### config.mk
export PLATFORM = sky130hd
export DESIGN_NAME = ctrl_sequencer
export DESIGN_NICKNAME = d
export VERILOG_FILES = /design/src/rtl/ctrl_sequencer.sv
export SDC_FILE = /design/constraint.sdc
export NUM_CORES = 1
export LEC_CHECK = 0
export CAP_MARGIN = 5
export CORE_ASPECT_RATIO = 1.25
export CORE_MARGIN = 3
export CORE_UTILIZATION = 53
export DETAILED_ROUTE_END_ITERATION = 12
export GPL_TIMING_DRIVEN = 0
export PLACE_DENSITY = 0.87
export SLEW_MARGIN = 20
export SYNTH_ARGS = -nofsm -noshare
export SYNTH_HDL_FRONTEND = slang
export SYNTH_SLANG_ARGS = --single-unit
### constraint.sdc
create_clock -name CLK -period 5.7 [get_ports CLK]
set_clock_uncertainty 0.1 [all_clocks]
set_input_delay 1.14 -clock CLK [delete_from_list [all_inputs] [get_ports CLK]]
set_output_delay 1.14 -clock CLK [all_outputs]
set_load 0.01 [all_outputs]
### src/rtl/ctrl_sequencer.sv
// Hardwired T-state control sequencer for the 8-bit CPU.
// It steps through fetch, operand fetch and execute for each instruction.
// All strobes are Moore outputs, decoded from the state and the opcode latched in DC.
module ctrl_sequencer (
  input  logic        CLK,
  input  logic        CLRn,
  input  logic        RUN,
  input  logic [28:0] DEC,
  input  logic        ALU_DONE,
  output logic        IIRn,
  output logic        MAR_LDn,
  output logic        MAR_SRC,
  output logic        PC_INC,
  output logic        PC_LDn,
  output logic        MEM_RDn,
  output logic        MEM_WRn,
  output logic        A_LDn,
  output logic        B_LDn,
  output logic        A_OEn,
  output logic        ALU_OEn,
  output logic [2:0]  ALU_OP,
  output logic        ALU_SWAP,
  output logic        ALU_START,
  output logic        HALTED,
  output logic        ILLEGAL,
  output logic [3:0]  TSTATE
);

  typedef enum logic [3:0] {
    S_IDLE = 4'd0,
    S_F0   = 4'd1,
    S_F1   = 4'd2,
    S_DC   = 4'd3,
    S_O0   = 4'd4,
    S_O1   = 4'd5,
    S_XLD  = 4'd6,
    S_XST  = 4'd7,
    S_XALU = 4'd8,
    S_MS   = 4'd9,
    S_MW   = 4'd10,
    S_HLT  = 4'd11
  } state_t;

  state_t      state_q, state_d;
  logic [28:0] op_q;
  logic        illegal_q;

  logic        dec_onehot, dec_ldst_jmp, dec_muldiv, dec_alu;
  logic [2:0]  alu_op_l;
  logic [3:0]  variant_l;
  logic        swap_l, dest_a_l;

  // Classify the live decoder lines for dispatch in DC
  always_comb begin
    dec_onehot   = (DEC != '0) && ((DEC & (DEC - 29'd1)) == '0);
    dec_ldst_jmp = (|DEC[1:0]) | DEC[26] | DEC[27];
    dec_muldiv   = |DEC[17:10];
    dec_alu      = (|DEC[9:2]) | (|DEC[25:18]);
  end

  // Decode ALU operation, operand order and destination from the latched opcode
  always_comb begin
    alu_op_l  = 3'd0;
    variant_l = '0;
    if      (|op_q[9:6])   alu_op_l = 3'd1;
    else if (|op_q[13:10]) alu_op_l = 3'd2;
    else if (|op_q[17:14]) alu_op_l = 3'd3;
    else if (|op_q[21:18]) alu_op_l = 3'd4;
    else if (|op_q[25:22]) alu_op_l = 3'd5;
    // Each ALU group is four adjacent lines in _A, _B, _AB, _BA order
    for (int unsigned g = 0; g < 6; g++) begin
      for (int unsigned k = 0; k < 4; k++) begin
        variant_l[k] = variant_l[k] | op_q[2 + 4*g + k];
      end
    end
    swap_l   = variant_l[1] | variant_l[3];
    dest_a_l = variant_l[0] | variant_l[3];
  end

  // State, latched opcode and sticky illegal flag
  always_ff @(posedge CLK or negedge CLRn) begin
    if (!CLRn) begin
      state_q   <= S_IDLE;
      op_q      <= '0;
      illegal_q <= 1'b0;
    end else begin
      state_q <= state_d;
      if (state_q == S_DC) begin
        op_q <= DEC;
        if (!dec_onehot) illegal_q <= 1'b1;
      end
    end
  end

  // Next-state logic; instruction boundaries return to F0 or IDLE depending on RUN
  always_comb begin
    state_t boundary;
    boundary = RUN ? S_F0 : S_IDLE;
    state_d  = state_q;
    case (state_q)
      S_IDLE: if (RUN) state_d = S_F0;
      S_F0:   state_d = S_F1;
      S_F1:   state_d = S_DC;
      S_DC: begin
        if (!dec_onehot)       state_d = boundary;
        else if (DEC[28])      state_d = S_HLT;
        else if (dec_muldiv)   state_d = S_MS;
        else if (dec_alu)      state_d = S_XALU;
        else if (dec_ldst_jmp) state_d = S_O0;
        else                   state_d = boundary;
      end
      S_O0:   state_d = S_O1;
      S_O1: begin
        if (op_q[27])      state_d = boundary;
        else if (op_q[26]) state_d = S_XST;
        else               state_d = S_XLD;
      end
      S_XLD, S_XST, S_XALU: state_d = boundary;
      S_MS:   state_d = S_MW;
      S_MW:   if (ALU_DONE) state_d = S_XALU;
      S_HLT:  state_d = S_HLT;
      default: state_d = S_IDLE;
    endcase
  end

  // Moore output decode
  always_comb begin
    IIRn      = 1'b1;
    MAR_LDn   = 1'b1;
    MAR_SRC   = 1'b0;
    PC_INC    = 1'b0;
    PC_LDn    = 1'b1;
    MEM_RDn   = 1'b1;
    MEM_WRn   = 1'b1;
    A_LDn     = 1'b1;
    B_LDn     = 1'b1;
    A_OEn     = 1'b1;
    ALU_OEn   = 1'b1;
    ALU_OP    = 3'd0;
    ALU_SWAP  = 1'b0;
    ALU_START = 1'b0;
    case (state_q)
      S_F0, S_O0: MAR_LDn = 1'b0;
      S_F1: begin
        MEM_RDn = 1'b0;
        IIRn    = 1'b0;
        PC_INC  = 1'b1;
      end
      S_O1: begin
        MEM_RDn = 1'b0;
        if (op_q[27]) begin
          PC_LDn = 1'b0;
        end else begin
          PC_INC  = 1'b1;
          MAR_LDn = 1'b0;
          MAR_SRC = 1'b1;
        end
      end
      S_XLD: begin
        MEM_RDn = 1'b0;
        A_LDn   = ~op_q[0];
        B_LDn   = ~op_q[1];
      end
      S_XST: begin
        A_OEn   = 1'b0;
        MEM_WRn = 1'b0;
      end
      S_XALU: begin
        ALU_OEn  = 1'b0;
        ALU_OP   = alu_op_l;
        ALU_SWAP = swap_l;
        A_LDn    = ~dest_a_l;
        B_LDn    = dest_a_l;
      end
      S_MS: begin
        ALU_START = 1'b1;
        ALU_OP    = alu_op_l;
        ALU_SWAP  = swap_l;
      end
      S_MW: begin
        ALU_OP   = alu_op_l;
        ALU_SWAP = swap_l;
      end
      default: ;
    endcase
  end

  assign TSTATE  = state_q;
  assign ILLEGAL = illegal_q;
  // HLT is only ever entered with HALT as the latched opcode
  assign HALTED  = (state_q == S_HLT) & op_q[28];

endmodule

==> impl_summary.log <==
INFO  metric worst-path-max-fanout = 3
INFO  metric use_met2 = 47.0%
INFO  metric fp.coreArea = ~3700 sq um
INFO  metric grt_max_degree = 34
INFO  metric grtUsageTotal = about a quarter
INFO  metric die_area = about 4800 sq um
INFO  metric worst_slack = 1.91 ns
INFO  metric number_of_i_o_pins = 55
INFO  metric post_cts.repair.setup_buffers = 0
INFO  metric maxCapViolCount = 0
INFO  metric drt_pass1_iterations = 4
INFO  metric post_synth_mux_area_share = between 10% and 20%
INFO  metric avgRoutedWirePerCell = ~18 um
INFO  metric crit-reg2reg-launch = TSTATE[1]$_DFFE_PN0P_
INFO  metric globalRoute.totalOverflow = 0
INFO  metric number_of_port_buffers = 54
INFO  metric syn_inst = 216
INFO  metric arrival = 2.55 ns
INFO  metric place_area = 2700 sq um
INFO  metric design.final.nets = just over 300
INFO  metric synth_adder_area_share = less than 1%
INFO  metric remaining_drc_errors = 0
INFO  metric worstMarginPinSlew = between 0.7 and 0.8 ns
INFO  metric synth.cell_area = ~2100 sq um
INFO  metric dominantRegCellSynth = sky130_fd_sc_hd__dfrtp_1
INFO  metric final_hold_viol_count = 0
INFO  metric timing.hold.worst.start = ILLEGAL$_DFFE_PN0P_
INFO  metric number_of_synthesized_register_bits = 33
INFO  metric final_min_period_over_clock_period = roughly 66%
INFO  metric first_global_vias = about 2,000
INFO  metric final_core_util = 76.6%
INFO  metric final.min_clock_period = about 3.8 ns
INFO  metric clk_latency = between 0.2 and 0.3 ns
INFO  metric timing.critical_path.to_type = primary output
INFO  metric place_congestion = 0.979
INFO  metric fin_setup_tns = 0 ns
INFO  metric grt_setup_unrepaired = no
INFO  metric placement_rows = 24
INFO  metric grt.met1_usage = 25.3%
INFO  metric synth-edff-count = 0
INFO  metric flow.area_growth_from_synthesis = 33.4%
INFO  metric compound_gate_fraction_of_synth_area = 15.7%
INFO  metric number_of_antenna_violations_at_the_first_check_in_global_routing = 0
INFO  metric ant_nets = 0
INFO  metric clkSinkCount = 33
INFO  metric dr.first_iter.drc_count = between 200 and 300
INFO  metric hpwl_after_detailed_placement = 4360 um
INFO  metric dominant_combinational_cell_family_by_area_after_synthesis = simple AND/OR/NAND/NOR gates
INFO  metric clk_pin_slew = approximately 0.070 ns
INFO  metric drv_slew = 0
INFO  metric overall_power = 1.08 mW
INFO  metric number_of_cells_upsized_or_downsized_after_cts = 0
INFO  metric numCtsBuffers = 5
INFO  metric dp_worst_setup_slack = 1.88 ns
INFO  metric maxClockFrequency = about 260 MHz
INFO  metric drt-total-wl = 5810 um
INFO  metric layout_commonest_cell = sky130_fd_sc_hd__clkdlybuf4s50_1
INFO  metric ys_async_sr_fraction = 100%
INFO  metric report.final.setup_viol = 0
INFO  metric n_fill_cell = 290
INFO  metric slew_headroom = around half
INFO  metric xor_and_xnor_fraction_of_the_mapped_netlist_area = less than 1%
INFO  metric floorplan.die.height = approximately 76 um
INFO  metric cts_hold_repair.buffers = 0
INFO  metric initial_utilization = 57.4%
INFO  metric worstHoldPathType = flip-flop to flip-flop
INFO  metric most_used_cells_in_the_layout_excluding_fill_and_tap_cells = 53 x sky130_fd_sc_hd__clkdlybuf4s50_1, 33 x sky130_fd_sc_hd__dfrtp_1, 22 x sky130_fd_sc_hd__mux2_2
INFO  metric avgSynthCellArea = slightly below 10 sq um
INFO  metric holdPathStages = 1
INFO  metric tritoncts_clock_tree = done
INFO  metric sink_of_the_worst_hold_path = ILLEGAL$_DFFE_PN0P_
INFO  metric power-per-cell-area = approximately 380 nW/um^2
INFO  metric timing_worst_setup_path_type = flip-flop to primary output
INFO  metric grt_first_pass_wirelength = approximately 9400 um
INFO  metric ctsRootBufferMaster = sky130_fd_sc_hd__clkbuf_8
INFO  metric finalInstanceArea = ~2800 sq um
INFO  metric proportion_of_synthesized_chip_area_in_sequential_cells = between 30 and 40%
INFO  metric yosysUniqueCellTypes = between 50 and 60
INFO  metric crit_path_start_kind = flip-flop
INFO  metric worst_ir_drop_vdd = between 200 and 300 uV
INFO  metric clock_path_buffers = 2
INFO  metric drive_above_1_share = approximately 16%
INFO  metric gr-usage-met3 = approximately 5.6%
INFO  metric stdcell_count = 330
INFO  metric htree_levels = 2
INFO  metric regToRegSetupSlack = approximately 3.2 ns
INFO  metric avgViaCountPerCell = around 6.2
INFO  metric synth_simple_gate_area_share = between 20 and 30%
INFO  metric outcome = finished clean
INFO  metric ff2ff_path_depth = 4
INFO  metric antenna_cells_inserted = 0
INFO  metric hold_ws = ~0.35 ns
INFO  metric worst_r2r_endpoint = op_q[21]$_DFFE_PN0P_
INFO  metric critical_path_required = approximately 4.5 ns
INFO  metric syn_nets = ~250
INFO  metric place.detailed.instances = 322
INFO  metric routed-via-count = approximately 2,100
INFO  metric cellLeakagePower = between 1 and 1.5 nW
INFO  metric busiest_layer = met2
INFO  metric die-width = 62.3 um
INFO  metric ys_warn_count = 0
-- final cells by class --
| type | count | area [sq um] | share of cell area, % |
|---|---|---|---|
| Timing Repair Buffer | 54 | 536 | 19.1 |
| Inverter | 2 | 7.51 | 0.268 |
| Sequential cell | 33 | 826 | 29.4 |
| Buffer | 9 | 38.8 | 1.38 |
| Multi-Input combinational cell | 172 | 1230 | 43.9 |
| Tap cell | 52 | 65.1 | 2.32 |
| Clock buffer | 7 | 96.3 | 3.43 |
| Clock inverter | 1 | 5.00 | 0.178 |
-- cells by family (layout without fill, tap and decap cells) --
group	Yosys count	in the layout
simple gates	93	93
compound gates	49	49
flops	33	33
mux	27	27
buf+inv	11	73
fa+ha+maj	2	2
xor+xnor	1	1
-- state kept, by name, summed over array words and instances (netlist names) --
signal	flops
ILLEGAL	1
op_q	28
TSTATE	4
-- routing by layer --
layer	wire length (um)	share of wire [%]	vias to the layer above
li1	-	-	951
met1	2170	37	999
met2	3160	54	83
met3	306	5.3	21
met4	173	3.0	0
met5	0	0	-
-- report_power, final --
part	leakage (nW)	internal (mW)	switching, mW
clock	0.0542	0.109	0.0888
sequential	0.389	0.346	0.0912
combinational	0.562	0.236	0.207
total	1.00	0.692	0.387
-- cell usage after synthesis (5+ instances only) --
library cell / number / area (sq um)
sky130_fd_sc_hd__nand2b_1: 5 / 31.3
sky130_fd_sc_hd__nor2_1: 19 / 71.3
sky130_fd_sc_hd__mux2_2: 22 / 248
sky130_fd_sc_hd__mux2_1: 5 / 56.3
sky130_fd_sc_hd__o21ai_0: 6 / 30.0
sky130_fd_sc_hd__nor3_1: 8 / 40.0
sky130_fd_sc_hd__clkbuf_1: 6 / 22.5
sky130_fd_sc_hd__dfrtp_1: 33 / 826
sky130_fd_sc_hd__or3_1: 6 / 37.5
sky130_fd_sc_hd__a31oi_1: 5 / 31.3
sky130_fd_sc_hd__nand2_1: 15 / 56.3
sky130_fd_sc_hd__nand3_1: 7 / 35.0
sky130_fd_sc_hd__a21oi_1: 14 / 70.1
sky130_fd_sc_hd__nor4_1: 10 / 62.6
-- critical path, cell delays in order (launching register included) --
cell and delay, ns:
sky130_fd_sc_hd__dfrtp_1 0.40, sky130_fd_sc_hd__or4_1 0.56, sky130_fd_sc_hd__nor3_1 0.24, sky130_fd_sc_hd__a31oi_1 0.19, sky130_fd_sc_hd__or3_1 0.37, sky130_fd_sc_hd__clkdlybuf4s50_1 0.48
-- worst max path at each step --
stage	from	endpoint	slack, ns	cells past startpoint
finish	op_q[13]$_DFFE_PN0P_	B_LDn	1.91	5
global route	op_q[13]$_DFFE_PN0P_	B_LDn	1.79	5
CTS	op_q[13]$_DFFE_PN0P_	B_LDn	1.94	5
detailed placement	DEC[19]	TSTATE[0]$_DFFE_PN0P_	1.88	8
global placement	DEC[19]	TSTATE[0]$_DFFE_PN0P_	1.90	8
floorplan	DEC[19]	TSTATE[0]$_DFFE_PN0P_	2.59	7
No activity file was read; power rests on OpenSTA's default activity.
==> RTL change: new RTL, same settings <==
Add an input register stage for `DEC`; this delays it by one clock. The other inputs are not delayed to match.
--- a/src/rtl/ctrl_sequencer.sv
+++ b/src/rtl/ctrl_sequencer.sv
@@ -43,2 +43,8 @@
 
+  logic [28:0] DEC_q;
+
+  always_ff @(posedge CLK) begin
+    DEC_q <= DEC;
+  end
+
   state_t      state_q, state_d;
@@ -54,6 +60,6 @@
   always_comb begin
-    dec_onehot   = (DEC != '0) && ((DEC & (DEC - 29'd1)) == '0);
-    dec_ldst_jmp = (|DEC[1:0]) | DEC[26] | DEC[27];
-    dec_muldiv   = |DEC[17:10];
-    dec_alu      = (|DEC[9:2]) | (|DEC[25:18]);
+    dec_onehot   = (DEC_q != '0) && ((DEC_q & (DEC_q - 29'd1)) == '0);
+    dec_ldst_jmp = (|DEC_q[1:0]) | DEC_q[26] | DEC_q[27];
+    dec_muldiv   = |DEC_q[17:10];
+    dec_alu      = (|DEC_q[9:2]) | (|DEC_q[25:18]);
   end
@@ -88,3 +94,3 @@
       if (state_q == S_DC) begin
-        op_q <= DEC;
+        op_q <= DEC_q;
         if (!dec_onehot) illegal_q <= 1'b1;
@@ -105,3 +111,3 @@
         if (!dec_onehot)       state_d = boundary;
-        else if (DEC[28])      state_d = S_HLT;
+        else if (DEC_q[28])      state_d = S_HLT;
         else if (dec_muldiv)   state_d = S_MS;
Function: changed (Yosys sat finds a counterexample within 10 cycles, from zero or initial values).
==> RTL change against the unedited design <==
  * Worst setup slack improved by 0.014 ns
  * Sequential cell count rose by 29
  * Area after synthesis rose by 27%
  * Routed wire length rose by 12%
  * Sequential share of layout area rose by 11 points
  * Cell area rose by 25%
  * Total power rose by 39%
  * Clock power rose by 95%
  * Count of clock-buffer cells in the layout rose by 6
  * Critical path type unchanged
==> RTL change: results <==
group,metric,value,unit
placement,placed_cells,365,
synth,synth_compound_area_share,12.8,%
critical_path,reg2reg_depth,8,
critical_path,endpoint,"B_LDn",
critical_path,rr_startpoint,"DEC_q[2]",
synth,synthAdderAreaFrac,0,%
global_routing,grt_util_all_layers,23.1,%
critical_path,r2r_setup_slack,2.51,ns
clocking,cts_setup_buffers,0,
critical_path,crit_fanout,3,
final_layout,drive_above_1_share,17.4,%
final_layout,fill_cells,370,
power_and_ir_drop,switching_share,31.3,%
power_and_ir_drop,peakVddDrop,308,uV
critical_path,cp_slowest_cell,"or4_1",
critical_path,r2r-end,"ILLEGAL",
clocking,ctsLongestPathBuffers,2,
sta,worst_pin_slew,0.946,ns
critical_path,critPathMaxStageDelay,0.54,ns
sta,setup_ws,1.92,ns
routing,drtIter0Drc,157,
critical_path,crit_start,"op_q[13]",
routing,num_vias,2347,
clocking,clk_latency,0.34,ns
synth,synth_area_leaders,"dfrtp_1, dfxtp_1, mux2_2",
synth,synthMuxAreaShare,11.3,%
placement,place_area,3290,um^2
synth,yosys_warnings,0,
placement,dpl_worst_slack,2.31,ns
final_layout,regMostFlops,"DEC_q",
synth,yosys.cell_types.count,42,
placement,hpwl,4.77,mm
clocking,numCtsBuffers,9,
routing,first_pass_iters,5,
synth,synth_nets,284,
global_routing,grt_pass1_wl,10.8,mm
final_layout,largest_register_ffs,29,
synth,ys_top_cells_by_count,"dfrtp_1, dfxtp_1, mux2_2",
synth,yosys.area_share.xor_xnor,0,%
global_routing,antenna_found_initial,0,
placement,place.gp.congestion,0.903,
power_and_ir_drop,pwr-share-clk,25.8,%
power_and_ir_drop,p_leak,1.28,nW
power_and_ir_drop,pwr.group.clock,0.386,mW
critical_path,worstPathArrival,2.54,ns
synth,async_reset_ff_share,53.2,%
outcome,outcome,"finished, final reports clean",
final_layout,antenna_cells,0,
placement,io_buffers,54,
synth,synthCells,251,
routing,routedWlPerCell,17.2,um
clocking,cts_max_level,3,
power_and_ir_drop,p_seq_share,45.0,%
routing,drt-total-wl,6.54,mm
final_layout,layout.nets,349,
synth,ys_seq_area_share,52.4,%
[RTL change: worst min-delay path by stage]
stage	start	depth (start not counted)	slack [ns]	endpoint
floorplan	op_q[26]	1	0.37	op_q[26]
global placement	ILLEGAL	1	0.35	ILLEGAL
detailed placement	ILLEGAL	1	0.38	ILLEGAL
CTS	ILLEGAL	1	0.39	ILLEGAL
global route	ILLEGAL	1	0.42	ILLEGAL
finish	ILLEGAL	1	0.39	ILLEGAL
[RTL change: area by class of cell]
class                           instances  area (um^2)  area share (%)
Inverter                                1         3.75           0.107
Clock inverter                          3         42.5            1.22
Sequential cell                        62         1410            40.3
Timing Repair Buffer                   54          536            15.3
Multi-Input combinational cell        178         1230            35.2
Tap cell                               60         75.1            2.15
Clock buffer                           13          159            4.55
Buffer                                 10         41.3            1.18
[RTL change: layer usage]
metal	GRT usage, %	wire length, um	vias to the layer above
li1	-	-	1091
met1	25.7	2410	1106
met2	40.2	3360	125
met3	5.74	528	25
met4	13.2	234	0
met5	0	0	-
